[src/rtl/num_to_ascii_pkg.sv]
// Shared definitions for the RPN calculator character path.
// Contents:
//   ascii_t      - ASCII codes shared with the alu (digits base, operators, brackets)
//   state_t      - formatter FSM states
//   digit_char() - maps a 0..9 digit to its ASCII character
package num_to_ascii_pkg;

    typedef enum logic [7:0] {
        BRACKET_OPEN  = 8'h28,
        BRACKET_CLOSE = 8'h29,
        MUL_SGN       = 8'h2a,
        PLUS_SGN      = 8'h2b,
        MINUS_SGN     = 8'h2d,
        DIV_SGN       = 8'h2f,
        NUM_0         = 8'h30,
        EQU_SGN       = 8'h3d
    } ascii_t;

    typedef enum logic [2:0] {
        IDLE   = 3'd0,
        DIV    = 3'd1,
        SIGN   = 3'd2,
        DIGITS = 3'd3,
        TERM   = 3'd4
    } state_t;

    function automatic logic [7:0] digit_char(input logic [3:0] d);
        return NUM_0 + {4'b0000, d};
    endfunction

endpackage

[src/rtl/num_to_ascii_div10_seq.sv]
// Sequential restoring divide by 10.
// Ports:
//   clk, reset    - clock, asynchronous active-low reset
//   start         - begin a divide of 'dividend' (only honoured when not busy)
//   dividend      - WIDTH-bit unsigned value
//   busy          - iterations still in progress
//   done          - one-cycle pulse; quotient/remainder valid while high
//   quotient      - dividend / 10
//   remainder     - dividend % 10
// The start edge already performs the first iteration, so a divide takes
// exactly WIDTH edges from start to the edge that raises done.
module num_to_ascii_div10_seq #(
    parameter int WIDTH = 16
) (
    input  logic             clk,
    input  logic             reset,
    input  logic             start,
    input  logic [WIDTH-1:0] dividend,
    output logic             busy,
    output logic             done,
    output logic [WIDTH-1:0] quotient,
    output logic [3:0]       remainder
);

    localparam int CW = $clog2(WIDTH + 1);

    logic [WIDTH-1:0] q_reg, q_next;
    logic [3:0]       r_reg, r_next;
    logic [CW-1:0]    cnt_reg, cnt_next;
    logic             done_reg, done_next;
    logic             load;
    logic [WIDTH-1:0] src;
    logic [4:0]       trial;
    logic             qbit;

    assign busy      = (cnt_reg != '0);
    assign done      = done_reg;
    assign quotient  = q_reg;
    assign remainder = r_reg;

    always_comb begin
        load      = start && !busy;
        // q_reg shifts dividend bits out at the top and quotient bits in at the bottom.
        src       = load ? dividend : q_reg;
        trial     = {(load ? 4'd0 : r_reg), src[WIDTH-1]};
        qbit      = (trial >= 5'd10);
        q_next    = q_reg;
        r_next    = r_reg;
        cnt_next  = cnt_reg;
        done_next = 1'b0;
        if (load || busy) begin
            r_next    = qbit ? 4'(trial - 5'd10) : trial[3:0];
            q_next    = {src[WIDTH-2:0], qbit};
            cnt_next  = load ? CW'(WIDTH - 1) : cnt_reg - 1'b1;
            done_next = (cnt_next == '0);
        end
    end

    always_ff @(posedge clk or negedge reset) begin
        if (!reset) begin
            q_reg    <= '0;
            r_reg    <= '0;
            cnt_reg  <= '0;
            done_reg <= 1'b0;
        end else begin
            q_reg    <= q_next;
            r_reg    <= r_next;
            cnt_reg  <= cnt_next;
            done_reg <= done_next;
        end
    end

endmodule

[src/rtl/num_to_ascii.sv]
// Formats one signed value per val_stb/val_ack handshake as ASCII decimal,
// most significant digit first, optional '-' prefix and optional terminator,
// on an out_stb/out_ack character stream.
// Ports:
//   clk, reset  - clock, asynchronous active-low reset
//   val_stb/val - value offer; taken only in IDLE
//   val_ack     - one-cycle pulse after the capture edge
//   out_stb     - out_char valid, held until an out_ack edge
//   out_char    - ASCII character, bit 0 is the MSB
//   out_ack     - sink consumed out_char on this edge
module num_to_ascii
    import num_to_ascii_pkg::*;
#(
    parameter int         WIDTH     = 16,
    parameter logic [7:0] TERM_CHAR = 8'h0a,
    parameter bit         EMIT_TERM = 1'b1
) (
    input  logic             clk,
    input  logic             reset,
    input  logic             val_stb,
    input  logic [WIDTH-1:0] val,
    output logic             val_ack,
    output logic             out_stb,
    output logic [0:7]       out_char,
    input  logic             out_ack
);

    localparam int NDIG = (WIDTH * 3 + 9) / 10;
    localparam int SPW  = $clog2(NDIG + 1);

    state_t           state_reg, state_next;
    logic [WIDTH-1:0] mag_reg;
    logic             neg_reg;
    logic [SPW-1:0]   sp_reg;
    logic [SPW-1:0]   pop_idx;
    logic             val_ack_reg;
    logic             out_stb_reg, out_stb_next;
    logic [7:0]       out_char_reg, out_char_next;

    logic             div_start, div_busy, div_done;
    logic [WIDTH-1:0] div_quot;
    logic [3:0]       div_rem;

    logic             capture, push, load, consume, tx_state;
    logic [WIDTH-1:0] abs_val;
    logic [2**SPW-1:0][3:0] lifo_flat;

    assign val_ack  = val_ack_reg;
    assign out_stb  = out_stb_reg;
    assign out_char = out_char_reg;

    // Two's-complement negate in WIDTH bits: the most negative value maps to
    // its own bit pattern, which read unsigned is the correct magnitude.
    assign abs_val = val[WIDTH-1] ? (~val + 1'b1) : val;
    assign pop_idx = sp_reg - 1'b1;

    always_comb begin
        capture   = (state_reg == IDLE) && val_stb;
        div_start = (state_reg == DIV) && !div_busy && !div_done;
        push      = (state_reg == DIV) && div_done;
        tx_state  = (state_reg == SIGN) || (state_reg == DIGITS) || (state_reg == TERM);
        // An empty LIFO in DIGITS must not present a character.
        load      = tx_state && !out_stb_reg && !((state_reg == DIGITS) && (sp_reg == '0));
        consume   = out_stb_reg && out_ack;
    end

    num_to_ascii_div10_seq #(.WIDTH(WIDTH)) u_div (
        .clk       (clk),
        .reset     (reset),
        .start     (div_start),
        .dividend  (mag_reg),
        .busy      (div_busy),
        .done      (div_done),
        .quotient  (div_quot),
        .remainder (div_rem)
    );

    // Digit LIFO; entries beyond NDIG are never addressed and stay zero.
    for (genvar gi = 0; gi < 2**SPW; gi++) begin : g_lifo
        if (gi < NDIG) begin : g_entry
            logic [3:0] entry_reg;
            always_ff @(posedge clk or negedge reset) begin
                if (!reset)
                    entry_reg <= '0;
                else if (push && (sp_reg == SPW'(gi)))
                    entry_reg <= div_rem;
            end
            assign lifo_flat[gi] = entry_reg;
        end else begin : g_pad
            assign lifo_flat[gi] = '0;
        end
    end

    // State register
    always_ff @(posedge clk or negedge reset) begin
        if (!reset)
            state_reg <= IDLE;
        else
            state_reg <= state_next;
    end

    // Next-state logic. In DIGITS sp_reg was already decremented when the
    // character was loaded, so sp_reg==0 at consume means it was the last digit.
    always_comb begin
        state_next = state_reg;
        case (state_reg)
            IDLE:    if (capture) state_next = DIV;
            DIV:     if (push && (div_quot == '0)) state_next = neg_reg ? SIGN : DIGITS;
            SIGN:    if (consume) state_next = DIGITS;
            DIGITS:  if ((consume || !out_stb_reg) && (sp_reg == '0))
                         state_next = EMIT_TERM ? TERM : IDLE;
            TERM:    if (consume) state_next = IDLE;
            default: state_next = IDLE;
        endcase
    end

    // Output logic: next values of the registered character stream.
    always_comb begin
        out_stb_next  = out_stb_reg;
        out_char_next = out_char_reg;
        if (load) begin
            out_stb_next = 1'b1;
            case (state_reg)
                SIGN:    out_char_next = MINUS_SGN;
                DIGITS:  out_char_next = digit_char(lifo_flat[pop_idx]);
                default: out_char_next = TERM_CHAR;
            endcase
        end else if (consume) begin
            out_stb_next = 1'b0;
        end
    end

    always_ff @(posedge clk or negedge reset) begin
        if (!reset) begin
            mag_reg      <= '0;
            neg_reg      <= 1'b0;
            sp_reg       <= '0;
            val_ack_reg  <= 1'b0;
            out_stb_reg  <= 1'b0;
            out_char_reg <= '0;
        end else begin
            val_ack_reg  <= capture;
            out_stb_reg  <= out_stb_next;
            out_char_reg <= out_char_next;
            if (capture) begin
                mag_reg <= abs_val;
                neg_reg <= val[WIDTH-1];
            end else if (push) begin
                mag_reg <= div_quot;
            end
            if (push)
                sp_reg <= sp_reg + 1'b1;
            else if (load && (state_reg == DIGITS))
                sp_reg <= pop_idx;
        end
    end

endmodule

[config.mk]
export PLATFORM = sky130hd
export DESIGN_NAME = num_to_ascii
export DESIGN_NICKNAME = d
export VERILOG_FILES = /design/src/rtl/num_to_ascii_pkg.sv /design/src/rtl/num_to_ascii_div10_seq.sv /design/src/rtl/num_to_ascii.sv
export SDC_FILE = /design/constraint.sdc
export NUM_CORES = 1
export LEC_CHECK = 0
export ABC_AREA = 0
export CAP_MARGIN = 0
export CORE_UTILIZATION = 60
export DETAILED_ROUTE_END_ITERATION = 10
export PLACE_DENSITY = 0.81
export SYNTH_ARGS = -nofsm -noshare
export SYNTH_HDL_FRONTEND = slang
export SYNTH_HIERARCHICAL = 1
export SYNTH_SLANG_ARGS = --single-unit
[constraint.sdc]
create_clock -name clk -period 6.85 [get_ports clk]
set_input_delay 1.37 -clock clk [delete_from_list [all_inputs] [get_ports clk]]
set_output_delay 1.37 -clock clk [all_outputs]
set_load 0.1 [all_outputs]
**Word-level counts from Yosys, hierarchy flattened**

Index checks and enable logic that the tools add are counted.

- Output and inout bits: 10
- Word-level logic and storage cells: 94
- Flip-flop bits (word level): 79
- Bits of input ports: 20

- $add $sub $neg: 6
- Reduce and logical (&&, ||, !) cells: 34
- Magnitude comparators: 2
- Bitwise gates (word level): 1
- Equal/unequal tests: 13
- Muxes and demuxes: 22

Operator list:

| operator | number |
|---|---|
| two-way mux 16 bit | 4 |
| two-way mux 3 bit | 7 |
| logical AND 1 bit | 17 |
| adder 16 x 1 -> 16 bit (second input constant) | 1 |
| logical NOT 16 bit | 1 |
| NOT 16 bit | 1 |
| one-hot mux 8 bit (2 select lines) | 1 |
| one-hot mux 3 bit (5 select lines) | 1 |
| binary-select mux 4 bit (select 3 bit) | 1 |
| equality test 3 x 2 -> 1 bit (second input constant) | 4 |
| two-way mux 4 bit | 3 |
| adder 6 x 4 -> 7 bit (first input constant) | 1 |
| equality test 3 x 1 -> 1 bit (second input constant) | 2 |
| equality test 3 bit (second input constant) | 2 |
| logical NOT 3 bit | 2 |
| inequality test 2 bit (second input constant) | 3 |
| nonzero test 2 bit | 3 |
| greater-or-equal comparator 5 x 4 -> 1 bit (second input constant) | 1 |
| logical NOT 5 bit | 1 |
| two-way mux 5 bit | 1 |
| AND reduction 5 bit | 1 |
| nonzero test 5 bit | 1 |
| subtractor 5 x 1 -> 5 bit (second input constant) | 1 |
| logical NOT 1 bit | 4 |
| other kinds (7) | 14 |

**Depth between registers and ports, before layout**

- Depth in word-level cells: 8
- Gate-level depth with buffers: 14
- Mapped depth without buffers: 11

**Modules after synthesis**

The synthesis kept the hierarchy.

By module, submodules not included:

| module | cells an instance | area each (um2) | instances |
|---|---|---|---|
| num_to_ascii | 268 | 2876.5 | 1 |
| num_to_ascii_div10_seq | 129 | 1315.0 | 1 |

**Worst setup path after synthesis**

OpenSTA, ideal clock, no wires.

- Kind: reg-to-reg
- Start: register u_div.cnt_reg[0]
- End: register u_div.r_reg[2] (netlist: u_div/remainder[2])
- Arrival: 2.874 ns
- Slack: 3.852 ns
- Buffers on the path: 3
- Stages on the path, launching flop included: 15
- Required time: 6.726 ns
- Period minus slack after synthesis: 2.998 ns
- Setup time: 0.124 ns
- Cell sequence: dfrtp_1 > inv_1 > ha_1 > nor4b_4 > inv_2 > buf_2 > nor3_1 > buf_2 > buf_2 > nand2_1 > nand2_1 > ha_1 > nor2b_1 > o31a_1 > o31a_1

- Word-level cells in the longest chain between the ends: 8

Ends and longest elaborated chain:

| element | line | RTL |
|---|---|---|
| start, declared | num_to_ascii_div10_seq.sv:29 | `logic [CW-1:0] cnt_reg, cnt_next;` |
| start signal, assigned | num_to_ascii_div10_seq.sv:68 | `cnt_reg <= cnt_next;` |
| nonzero test 5 bit * | num_to_ascii_div10_seq.sv:36 | `assign busy = (cnt_reg != '0);` |
| net div_busy | num_to_ascii.sv:40 | `logic div_start, div_busy, div_done;` |
| logical NOT 1 bit * | num_to_ascii.sv:59 | `div_start = (state_reg == DIV) && !div_busy && !div_done;` |
| logical AND 1 bit * (2 in a row) | num_to_ascii.sv:59 |  |
| net div_start | num_to_ascii.sv:40 |  |
| logical AND 1 bit * | num_to_ascii_div10_seq.sv:42 | `load = start && !busy;` |
| two-way mux 16 bit / two-way mux 4 bit (equally long branches) | num_to_ascii_div10_seq.sv:44, num_to_ascii_div10_seq.sv:45 |  |
| subtractor 4 bit / greater-or-equal comparator 5 x 4 -> 1 bit (equally long branches) | num_to_ascii_div10_seq.sv:52, num_to_ascii_div10_seq.sv:46 |  |
| two-way mux 4 bit | num_to_ascii_div10_seq.sv:52 | `r_next = qbit ? 4'(trial - 5'd10) : trial[3:0];` |
| end signal, assigned | num_to_ascii_div10_seq.sv:67 | `r_reg <= r_next;` |
| end, declared | num_to_ascii_div10_seq.sv:28 | `logic [3:0] r_reg, r_next;` |

The timed path passes the listed nets; every way through them passes the cells marked *.
A chain may end at the register's enable or synchronous reset.

**Worst setup path in the final report**

- Start: register out_stb_reg (netlist: out_stb)
- End: output out_stb

RTL lines:

| element | line | RTL |
|---|---|---|
| start, declared | num_to_ascii.sv:37 | `logic out_stb_reg, out_stb_next;` |
| start signal, assigned | num_to_ascii.sv:143 | `out_stb_reg <= out_stb_next;` |
| end, declared | num_to_ascii.sv:23 | `output logic out_stb,` |

No word-level cell between the ends.

==> flow_summary.json <==
{
  "number_of_i_o_pins": 30,
  "num_vias": 3130,
  "dpl-instance-area_um2": 4470,
  "status": "finished clean",
  "hold_violations": 0,
  "die-area_um2": 7320,
  "synthToLayoutAreaGrowth_pct": 11.3,
  "maxCapViolations": 0,
  "fin_util": 0.691,
  "timing.slew.headroom": 0.356,
  "gate_family_responsible_for_the_most_delay_along_the_worst_path": "buffers and inverters",
  "layout.filler_cells": 521,
  "synthesis.instances": 397,
  "finalWeightedCongestion": 0.790,
  "synthesis.area_per_instance_um2": 10.6,
  "synth_largest_type_area_fraction": 0.460,
  "synth_top_flop_cell": "dfrtp_1",
  "grt_max_degree": 78,
  "max_freq_ghz": 0.298,
  "cts_root_buffer": "clkbuf_8",
  "finalMaxSlewViolations": 0,
  "met3WireLength_um": 274,
  "drt_pass1_iterations": 5,
  "floorplan.die.height_um": 85.6,
  "cp.arrival_ps": 1980,
  "numPortBuffers": 27,
  "wl_per_cell_um": 16.7,
  "met1Wirelength_mm": 3.79,
  "synth.ff_latch_count": 77,
  "met2_layer_wire_length_in_the_routed_design_mm": 4.13,
  "most-common-layout-cells": "dfrtp_1 (77), nand2_1 (34), o21ai_0 (29)",
  "layout_setup_ws_ps": 3500,
  "ctsLongestPathBuffers": 2,
  "drt_iter0_markers": 156,
  "critPathKind": "reg -> out",
  "post_route_cells_drive_above_1_share": 0.143,
  "path_buf_inv": 1,
  "diodes": 0,
  "design.core.area_um2": 6760,
  "detail-route-antenna-nets": 0,
  "netlist_top_cells_area": "dfrtp_1 (46%), mux2_2 (5.9%), mux2i_1 (5.5%)",
  "number_of_cell_rows": 30,
  "grt_use_total": 0.249,
  "crit_path_cell_trace": "clkdlybuf4s50_1",
  "timing.critical_path.slowest_stage_cell": "clkdlybuf4s50_1",
  "final_period_minus_worst_setup_slack_ps": 3350,
  "synth_edf_count": 0,
  "final_common_cell": "dfrtp_1",
  "numCtsBuffers": 9,
  "report.final.setup_viol": 0,
  "post-route-cell-area_um2": 4670,
  "post_cts_hold_buffer_count": 0,
  "worst_setup_path_start_kind": "flip-flop",
  "clock_insertion_delay_worst_skew_ps": 350,
  "grt-ovfl-total": 0,
  "final_clock_skew_ps": 7.84,
  "holdWs_ps": 476,
  "starting_density_of_the_core": 0.620,
  "netlist_area_um2": 4190,
  "cp.required_ps": 5480,
  "top_signal_layer_used": "met4",
  "placed_wire_length_estimate_mm": 5.67,
  "routed_via_density": 6.25,
  "post_synth_num_cell_types": 62,
  "power.density_cell_area_nw_per_um2": 441,
  "yosys_warnings": 6,
  "finalSetupTns_ps": 0,
  "min-delay-path-class": "reg -> reg",
  "library_cell_occupying_the_most_area_in_the_post_synthesis_netlist": "dfrtp_1",
  "sequential_area_share_after_synthesis": 0.460,
  "largest_register_ff_count": 20,
  "grt_pass1_vias": 3023,
  "finish.net_count": 447,
  "post_cts_resized": 0,
  "die_width_um": 85.6,
  "drc": 0,
  "antenna_found_initial": 0,
  "least_margin_pin_slew_ps": 963,
  "timing.critical_path.slowest_cell_delay_ps": 1170,
  "p_leak_nw": 2.00,
  "global_route_wire_length_before_repair_mm": 14.3,
  "routed_wirelength_mm": 8.38,
  "crit_path_max_fanout": 5,
  "tritoncts": "built",
  "post-cts-setup-buffers": 0,
  "async_reset_ff_frac": 1.00,
  "worst_setup_slack_before_clock_tree_synthesis_ps": 3550,
  "vdd_ir_drop_max_mv": 0.151,
  "clkTransAtPathRegs_ps": 80,
  "end_kind": "output port",
  "cts_htree_levels": 3,
  "unrepaired_setup_endpoints_after_global_routing": "false",
  "clock-sinks": 77,
  "min_period_over_period": 0.489
}
==> cell type report <==
cell class                 count  area, um^2  share of cell area
inverter                      19        71.3              0.0153
sequential                    77        1930               0.413
clock inverter                 4        47.5              0.0102
multi-input combinational    281        2090               0.447
tap                           80         100              0.0214
timing repair buffer          29         283              0.0606
clock buffer                  11         151              0.0324
==> path summary, 6_finish.rpt <==
path                                                               to                          from  slack [ps]  depth (start not counted)
max in group asynchronous                      mag_reg[3]$_DFFE_PN0P_                         reset        5090                          1
min in group asynchronous  g_lifo[2].g_entry.entry_reg[2]$_DFFE_PN0P_                         reset        1160                          1
max                                                           out_stb           out_stb$_DFFE_PN0P_        3500                          1
min                                           out_char[2]$_DFFE_PN0P_       out_char[2]$_DFFE_PN0P_         480                          1
max reg2reg                            u_div/remainder[2]$_DFFE_PN0P_  u_div/cnt_reg[0]$_DFFE_PN0P_        3580                         12
min reg2reg                                   out_char[2]$_DFFE_PN0P_       out_char[2]$_DFFE_PN0P_         480                          1
==> synthesized netlist by cell type (3+ instances only) <==
| cell type | count |
|---|---|
| dfrtp_1 | 77 |
| clkbuf_1 | 5 |
| nor4_1 | 4 |
| nor2_1 | 12 |
| o21ai_0 | 29 |
| nor3_1 | 7 |
| a31oi_1 | 5 |
| a41oi_1 | 3 |
| a21o_1 | 3 |
| inv_1 | 17 |
| nand3_1 | 9 |
| a21oi_1 | 22 |
| mux2_2 | 22 |
| xnor2_1 | 12 |
| a211oi_1 | 13 |
| a221oi_1 | 3 |
| ha_1 | 10 |
| buf_2 | 7 |
| mux4_2 | 4 |
| nand2_1 | 34 |
| buf_4 | 6 |
| mux2i_1 | 23 |
| nand2b_1 | 3 |
| nor2b_1 | 13 |
| nand4_1 | 5 |
| xor2_1 | 3 |
==> metrics by stage <==
step	total power [mW]	instances
after global placement	1.67	486
after detailed placement	1.71	486
after global routing	2.21	501
after floorplan	1.50	398
after CTS	2.07	501
final	2.06	501
==> per-layer routing <==
metal	global-route usage	vias up
met4	0.105	0
met1	0.327	1553
met2	0.415	77
li1	-	1486
met3	0.0366	14
met5	0	-
==> power by group <==
group	switching, mW	internal [mW]	leakage [nW]
combinational	0.493	0.379	0.924
clock	0.162	0.185	0.101
sequential	0.194	0.645	0.974
total	0.849	1.21	2.00
==> kinds of logic after synthesis <==
family | synth area share
AO/OA/AOI/OAI | 0.151
XOR/XNOR | 0.0313
adder cells (fa/ha/maj) | 0.0299
buffers and inverters | 0.0481
flip-flops | 0.460
multiplexers | 0.136
other | 0.000895
AND/OR/NAND/NOR | 0.144
Note: power is estimated with default switching activity, not from simulation.
